$ cat src/rtl/muldiv_ctrl.sv
// Sequencer between the EX stage and an iterative multiply/divide unit.
// Resolves divide special cases and repeated requests locally; otherwise runs the unit with timeout/flush abort.
module muldiv_ctrl #(
    parameter logic [5:0] TIMEOUT = 6'd40
) (
    input  logic        clk,
    input  logic        rst,
    input  logic        start_i,
    input  logic        mul_or_div_i,
    input  logic        sign1_i,
    input  logic        sign2_i,
    input  logic [31:0] op1_i,
    input  logic [31:0] op2_i,
    input  logic        flush_i,
    output logic        md_start_o,
    output logic        md_mul_or_div_o,
    output logic        md_sign1_o,
    output logic        md_sign2_o,
    output logic [31:0] md_op1_o,
    output logic [31:0] md_op2_o,
    output logic        md_cancel_o,
    input  logic [63:0] md_result_i,
    input  logic        md_done_i,
    output logic [63:0] result_o,
    output logic        done_o,
    output logic        err_o,
    output logic        stall_req_o
);

    typedef enum logic [1:0] {
        IDLE = 2'd0,
        BUSY = 2'd1,
        DONE = 2'd2
    } state_t;

    state_t state, state_nxt;

    logic [31:0] req_op1, req_op2;
    logic        req_div, req_s1, req_s2;
    logic [5:0]  cnt;

    logic        cache_vld;
    logic [31:0] cache_op1, cache_op2;
    logic        cache_div, cache_s1, cache_s2;
    logic [63:0] cache_res;

    logic        accept;
    logic        special;
    logic [63:0] special_res;
    logic        cache_hit;
    logic        busy_done;
    logic        busy_tmo;

    assign accept    = (state == IDLE) && start_i && !flush_i;
    assign busy_done = (state == BUSY) && !flush_i && md_done_i;
    // md_done_i in the same cycle as the timeout still counts as a completion
    assign busy_tmo  = (state == BUSY) && !flush_i && !md_done_i && (cnt == TIMEOUT);

    assign cache_hit = cache_vld
                    && (cache_op1 == op1_i) && (cache_op2 == op2_i)
                    && (cache_div == mul_or_div_i)
                    && (cache_s1 == sign1_i) && (cache_s2 == sign2_i);

    always_comb begin
        special     = 1'b0;
        special_res = 64'd0;
        if (mul_or_div_i && (op2_i == 32'd0)) begin
            special     = 1'b1;
            special_res = {32'hFFFF_FFFF, op1_i};
        end else if (mul_or_div_i && sign1_i && sign2_i &&
                     (op1_i == 32'h8000_0000) && (op2_i == 32'hFFFF_FFFF)) begin
            special     = 1'b1;
            special_res = {32'h8000_0000, 32'h0000_0000};
        end
    end

    always_ff @(posedge clk or negedge rst) begin
        if (!rst) begin
            state <= IDLE;
        end else begin
            state <= state_nxt;
        end
    end

    always_comb begin
        state_nxt       = state;
        md_start_o      = 1'b0;
        md_mul_or_div_o = 1'b0;
        md_sign1_o      = 1'b0;
        md_sign2_o      = 1'b0;
        md_op1_o        = 32'd0;
        md_op2_o        = 32'd0;
        md_cancel_o     = 1'b0;
        done_o          = 1'b0;
        stall_req_o     = 1'b0;
        case (state)
            IDLE: begin
                stall_req_o = start_i && !flush_i;
                if (accept) begin
                    state_nxt = (special || cache_hit) ? DONE : BUSY;
                end
            end
            BUSY: begin
                stall_req_o     = !flush_i;
                md_start_o      = (cnt == 6'd0);
                md_mul_or_div_o = req_div;
                md_sign1_o      = req_s1;
                md_sign2_o      = req_s2;
                md_op1_o        = req_op1;
                md_op2_o        = req_op2;
                md_cancel_o     = flush_i || busy_tmo;
                if (flush_i) begin
                    state_nxt = IDLE;
                end else if (busy_done || busy_tmo) begin
                    state_nxt = DONE;
                end
            end
            DONE: begin
                done_o    = 1'b1;
                state_nxt = IDLE;
            end
            default: begin
                state_nxt = IDLE;
            end
        endcase
        // keep the stall request low while reset is held, even with start_i asserted
        if (!rst) begin
            stall_req_o = 1'b0;
        end
    end

    always_ff @(posedge clk or negedge rst) begin
        if (!rst) begin
            req_op1   <= 32'd0;
            req_op2   <= 32'd0;
            req_div   <= 1'b0;
            req_s1    <= 1'b0;
            req_s2    <= 1'b0;
            cnt       <= 6'd0;
            result_o  <= 64'd0;
            err_o     <= 1'b0;
            cache_vld <= 1'b0;
            cache_op1 <= 32'd0;
            cache_op2 <= 32'd0;
            cache_div <= 1'b0;
            cache_s1  <= 1'b0;
            cache_s2  <= 1'b0;
            cache_res <= 64'd0;
        end else begin
            if (accept) begin
                req_op1 <= op1_i;
                req_op2 <= op2_i;
                req_div <= mul_or_div_i;
                req_s1  <= sign1_i;
                req_s2  <= sign2_i;
                cnt     <= 6'd0;
                err_o   <= 1'b0;
                if (special) begin
                    result_o <= special_res;
                end else if (cache_hit) begin
                    result_o <= cache_res;
                end
            end else if (state == BUSY) begin
                cnt <= cnt + 6'd1;
            end

            if (busy_done) begin
                result_o  <= md_result_i;
                cache_vld <= 1'b1;
                cache_op1 <= req_op1;
                cache_op2 <= req_op2;
                cache_div <= req_div;
                cache_s1  <= req_s1;
                cache_s2  <= req_s2;
                cache_res <= md_result_i;
            end

            if (busy_tmo) begin
                result_o <= 64'd0;
                err_o    <= 1'b1;
            end
        end
    end

endmodule

$ cat config.mk
export PLATFORM = sky130hd
export DESIGN_NAME = muldiv_ctrl
export DESIGN_NICKNAME = d
export VERILOG_FILES = /design/src/rtl/muldiv_ctrl.sv
export SDC_FILE = /design/constraint.sdc
export NUM_CORES = 1
export LEC_CHECK = 0
export BUFFER_PORTS_ARGS = -buffer_cell sky130_fd_sc_hd__buf_4
export CORE_AREA = 2 2 152 154
export CTS_CLUSTER_DIAMETER = 40
export DETAILED_ROUTE_END_ITERATION = 12
export DIE_AREA = 0 0 154 156
export GPL_ROUTABILITY_DRIVEN = 0
export PLACE_DENSITY = 0.82
export SYNTH_ARGS = -nofsm -noshare
export SYNTH_HDL_FRONTEND = slang
export SYNTH_SLANG_ARGS = --single-unit
export TNS_END_PERCENT = 100
$ cat constraint.sdc
create_clock -name clk -period 5.3 [get_ports clk]
set_clock_uncertainty 0.05 [all_clocks]
set_input_delay 0.265 -clock clk [delete_from_list [all_inputs] [get_ports clk]]
set_output_delay 0.265 -clock clk [all_outputs]
set_load 0.05 [all_outputs]
After elaboration in Yosys (flattened, before gate mapping)
Index checks and enable logic that the tools add are counted.
- input port bits: 136
- output and inout bits: 136
- register bits after elaboration: 272
- word-level logic and storage cells: 88
- reduce and logical (&&, ||, !) cells: 31
- equality and inequality tests: 12
- add/subtract/negate cells: 1
- mux-type cells: 28
- operator list (kind ; number):
    2-to-1 mux 64 bit ; 7
    == test 32 bit ; 2
    == test 32 bit, second input constant ; 2
    2-to-1 mux 32 bit ; 2
    zero test 32 bit ; 1
    logical AND 1 bit ; 17
    2-to-1 mux 6 bit ; 2
    2-to-1 mux 1 bit ; 11
    2-to-1 mux 2 bit ; 4
    adder 6 x 1 -> 6 bit, second input constant ; 1
    == test 6 bit, second input constant ; 1
    zero test 6 bit ; 1
    case mux 2 bit (2 select lines) ; 1
    AND reduction 2 bit ; 2
    nonzero test 2 bit ; 2
    nonzero test 4 bit ; 1
    == test 1 bit ; 3
    logical OR 1 bit ; 3
    != test 3 x 2 -> 1 bit, second input constant ; 1
    nonzero test 3 bit ; 1
    == test 2 x 1 -> 1 bit, second input constant ; 1
    == test 2 bit, second input constant ; 1
    zero test 1 bit ; 2
    zero test 2 bit ; 1
    2 further kinds ; 2

Depth between registers and ports, before layout
- word-level depth: 11
- depth in mapped cells: 10
- depth with buffers taken out: 8

Worst setup path before layout
No wires, ideal clock.
- kind: flip-flop to flip-flop
- start point: register cache_op2[20]
- end point: register result_o[10]
- buffers on the path: 2
- path slack: 2.819 ns
- cell stages (with the launch flop): 10
- data required time: 5.125 ns
- clock period less this slack: 2.481 ns
- arrival: 2.306 ns
- setup time: 0.125 ns
- cell sequence: dfrtp_1 > xor2_1 > a221oi_2 > o2111ai_1 > or4_1 > o311ai_2 > a211oi_1 > buf_4 > buf_6 > mux2_4
- cells in the longest elaborated chain, start to end: 7
- RTL lines (what ; RTL line ; text):
    start: declaration ; 43 ; logic [31:0] cache_op1, cache_op2;
    start signal: assignment ; 171 ; cache_op2 <= req_op2;
    == test 32 bit ; 60 ; && (cache_op1 == op1_i) && (cache_op2 == op2_i)
    logical AND 1 bit ; 60 ;
    logical AND 1 bit ; 61 ; && (cache_div == mul_or_div_i)
    logical AND 1 bit (2 in a row) ; 62 ; && (cache_s1 == sign1_i) && (cache_s2 == sign2_i);
    nonzero test 4 bit (no line) ; -- ;
    AND reduction 2 bit (no line) ; -- ;
    end signal: assignment ; 159 ; result_o <= special_res;
    end signal: assignment ; 161 ; result_o <= cache_res;
    end signal: assignment ; 168 ; result_o <= md_result_i;
    end: declaration ; 24 ; output logic [63:0] result_o,
Every way passes these cells.
A chain may end at the register's enable or synchronous reset.

Final worst setup path
- start point: input port op2_i[2]
- end point: register result_o[32]
- cells in the longest elaborated chain, start to end: 8
- elaborated cells on any way between the ends: 18
- those cells by class: eq/ne: 2; mux: 7; reduce/logical: 9
- RTL lines (what ; RTL line ; text):
    start: declaration ; 13 ; input logic [31:0] op2_i,
    == test 32 bit ; 71 ; (op1_i == 32'h8000_0000) && (op2_i == 32'hFFFF_FFFF)) begin
    logical AND 1 bit ; 71 ;
    2-to-1 mux 1 bit ; 70 ; end else if (mul_or_div_i && sign1_i && sign2_i &&
    2-to-1 mux 1 bit ; 67 ; if (mul_or_div_i && (op2_i == 32'd0)) begin
    2-to-1 mux 64 bit ; 158 ; if (special) begin
    2-to-1 mux 64 bit ; 150 ; if (accept) begin
    2-to-1 mux 64 bit ; 167 ; if (busy_done) begin
    2-to-1 mux 64 bit ; 178 ; if (busy_tmo) begin
Several ways; a longest one is shown, not always the timed one. The select of a mux whose other input is x is not followed.

==> metrics.txt <==
status completed; Tcrit/Tclk final about two thirds; Die Width around 150 um; Post-Route WL 42450 um; Rows 55; Yosys reg bits 272; Layout Nets approximately 1800; setup bufs post-CTS 0; drt drc 0; clock sinks roughly 270; final hold viol count 0; clk buf depth 3; kind of critical path primary input to flop; setup TNS 0 ns; CP max-delay cell nand2_1; Post-synth EDFFs 0; via count ~12000; RSZ-0062 raised after global routing false; Cells after Synth 1320; Critical Path AT roughly 4 ns; post-synth top area cell dfrtp_1; Synth Cell Area 13050 um^2; post-route cell area about 18000 um^2; cell with the most instances after synthesis nand2_1; Vias per Instance roughly 5.9; max_cap viols 0; post-route minimum period ~3.6 ns; Worst setup EP type flop; Slew HR about a fifth; top cell type's share of synthesized area between 50% and 60%; io pins ~270; Synth area leaders dfrtp_1, nand2_1, mux2_2, mux2_4, xor2_1; layout cells sized above 1 slightly below 30%; final setup fails 0; ANT nets after route 0; vias in the first global route approximately 12000; I/O Buffers 271; power per cell area about 500 nW/um^2; DR iter-0 viols between 800 and 900; Critical Path, Cell by Cell dlygate4sd3_1, buf_4, nor4_1, nand4_1, or4_1, buf_4, nand2_1, a21oi_1, nor2_1, mux2_4; CTS tree built; worst hold stages 2; DP HPWL approximately 25000 um; initial antenna violation count 0; Layout fillers 1305; GR Util All Layers 35.09%; startpoint types primary input; DR WL/cell about 21 um; Max FO, Critical Path 33; core box area about 22000 um^2; CP max stage delay a little over 0.9 ns; die height between 150 and 200 um; GRT met3 Usage under 10%; total grt overflow 0; n_diodes 0; DIE AREA roughly 24000 um^2; met1 GRT Util between 40% and 50%; total power around 0.0090 W; Max Fclk approximately 280 MHz; placed cell area between 15000 and 20000 um^2; CP dominant cell by count buf_4; Worst EP required around 5.7 ns; number of iterations in the first detailed-routing pass 8; Slew Limit Fails 0; leakage about 8.9 nW; Main synth FF type dfrtp_1; VDD IR-drop max about 0.31 mV; global-route wire length before repair around 66000 um; Post-synth ARST share 100.0%; largest net degree at the start of global routing ~120; synth cell count leaders nand2_1, dfrtp_1, mux2_2; initial core utilization ~58%; Post-Syn Area per Cell approximately 10 um^2; Slew @ Worst Pin 1.184 ns; H-tree levels 2; Clk Latency, worst-skew pair 0.53 ns; Yosys cell types 41; final hold slack between 0.015 and 0.02 ns; area delta synth->final 37.08%; CTS Buf Count 39; R2R cell count 8; Mapped Nets approximately 1500; fin util 80.01%; Synth Warn # 0; min-delay worst type primary input to flop; routing usage on met2 between 50% and 60%; Most Used Layer, Global Route met2; register area share after synthesis a little over half; Clock transition at path regs 0.05 ns; CTS Root Cell clkbuf_16
cell usage in the layout, fill, tap and decap left out, drive strengths merged, types with 32 or more instances in the layout:
cell type	Yosys	routed
nand2	402	402
and2	67	67
buf	9	287
a21oi	66	66
clkbuf	77	48
xor2	48	48
mux2	130	130
o21ai	69	69
a32oi	32	32
dlygate4sd3	0	125
nor2	42	42
dfrtp	272	272
state kept, by name, indices dropped and copies added (netlist names):
| signal | count |
|---|---|
| cache_div | 1 |
| cache_op1 | 32 |
| cache_op2 | 32 |
| cache_res | 64 |
| cache_s1 | 1 |
| cache_s2 | 1 |
| cache_vld | 1 |
| cnt | 6 |
| err_o | 1 |
| req_div | 1 |
| req_op1 | 32 |
| req_op2 | 32 |
| req_s1 | 1 |
| req_s2 | 1 |
| result_o | 64 |
| state | 2 |
cell type report:
cell class	count	area [um^2]	area share (%)
clock buffers	48	1080	6.034
clock inverters	24	264.0	1.475
inverters	7	26.28	0.1468
multi-input cells	955	5911	33.03
flip-flops and latches	272	6807	38.04
well taps	285	356.6	1.993
repair buffers	412	3451	19.28
logic make-up (layout without fill, tap and decap cells):
kind of cell,after synthesis,in the layout,share of synthesized area (%)
AO/OA/AOI/OAI,173,173,7.821
AND/OR/NAND/NOR,580,580,19.49
adder cells (fa/ha/maj),2,2,0.1917
buffers and inverters,93,491,3.000
XOR/XNOR,69,69,4.630
flip-flops,272,272,52.14
multiplexers,131,131,12.73
what timing repair did:
item / CTS / global route
gates resized for setup: 0 / 0
hold buffers: 124 / 1
endpoints found under the hold margin: 217 / 1
layer usage:
layer  wire (um)  vias up  part of all wire [%]
met1       16240     5811                    38
met5           0        -                     0
met3        3811      173                   9.0
met2       20230      724                    48
li1            -     5186                     -
met4        2166        0                   5.1
through the flow:
stage,worst slack [ns],cells
6_report,1.710,2003
5_1_grt,1.504,2003
4_1_cts,1.833,2002
3_5_place_dp,1.915,1806
3_3_place_gp,1.920,1806
2_1_floorplan,2.819,1320
path summary, 6_finish.rpt:
check	start	end	slack, ns
max	op2_i[2]	result_o[32]	1.71
min	op2_i[25]	req_op2[25]	0.02
max reg2reg	cache_op1[17]	result_o[39]	2.10
min reg2reg	cache_vld	cache_vld	0.42
max in group asynchronous	rst	req_op1[28]	3.51
min in group asynchronous	rst	result_o[25]	0.31
where the power goes:
part           switching [W]  total (W)  internal, W
registers           0.000490    0.00324      0.00275
clock network       0.000994    0.00265      0.00166
logic                0.00192    0.00314      0.00122
worst max-delay path, delay by kind of cell:
kind | cells | cell delay [ns]
AOI/OAI and AO/OA | 1 | 0.13
muxes | 1 | 0.16
and+or+nand+nor | 5 | 2.42
buffers and inverters | 3 | 0.98
Note: power is estimated with default switching activity, not from simulation.
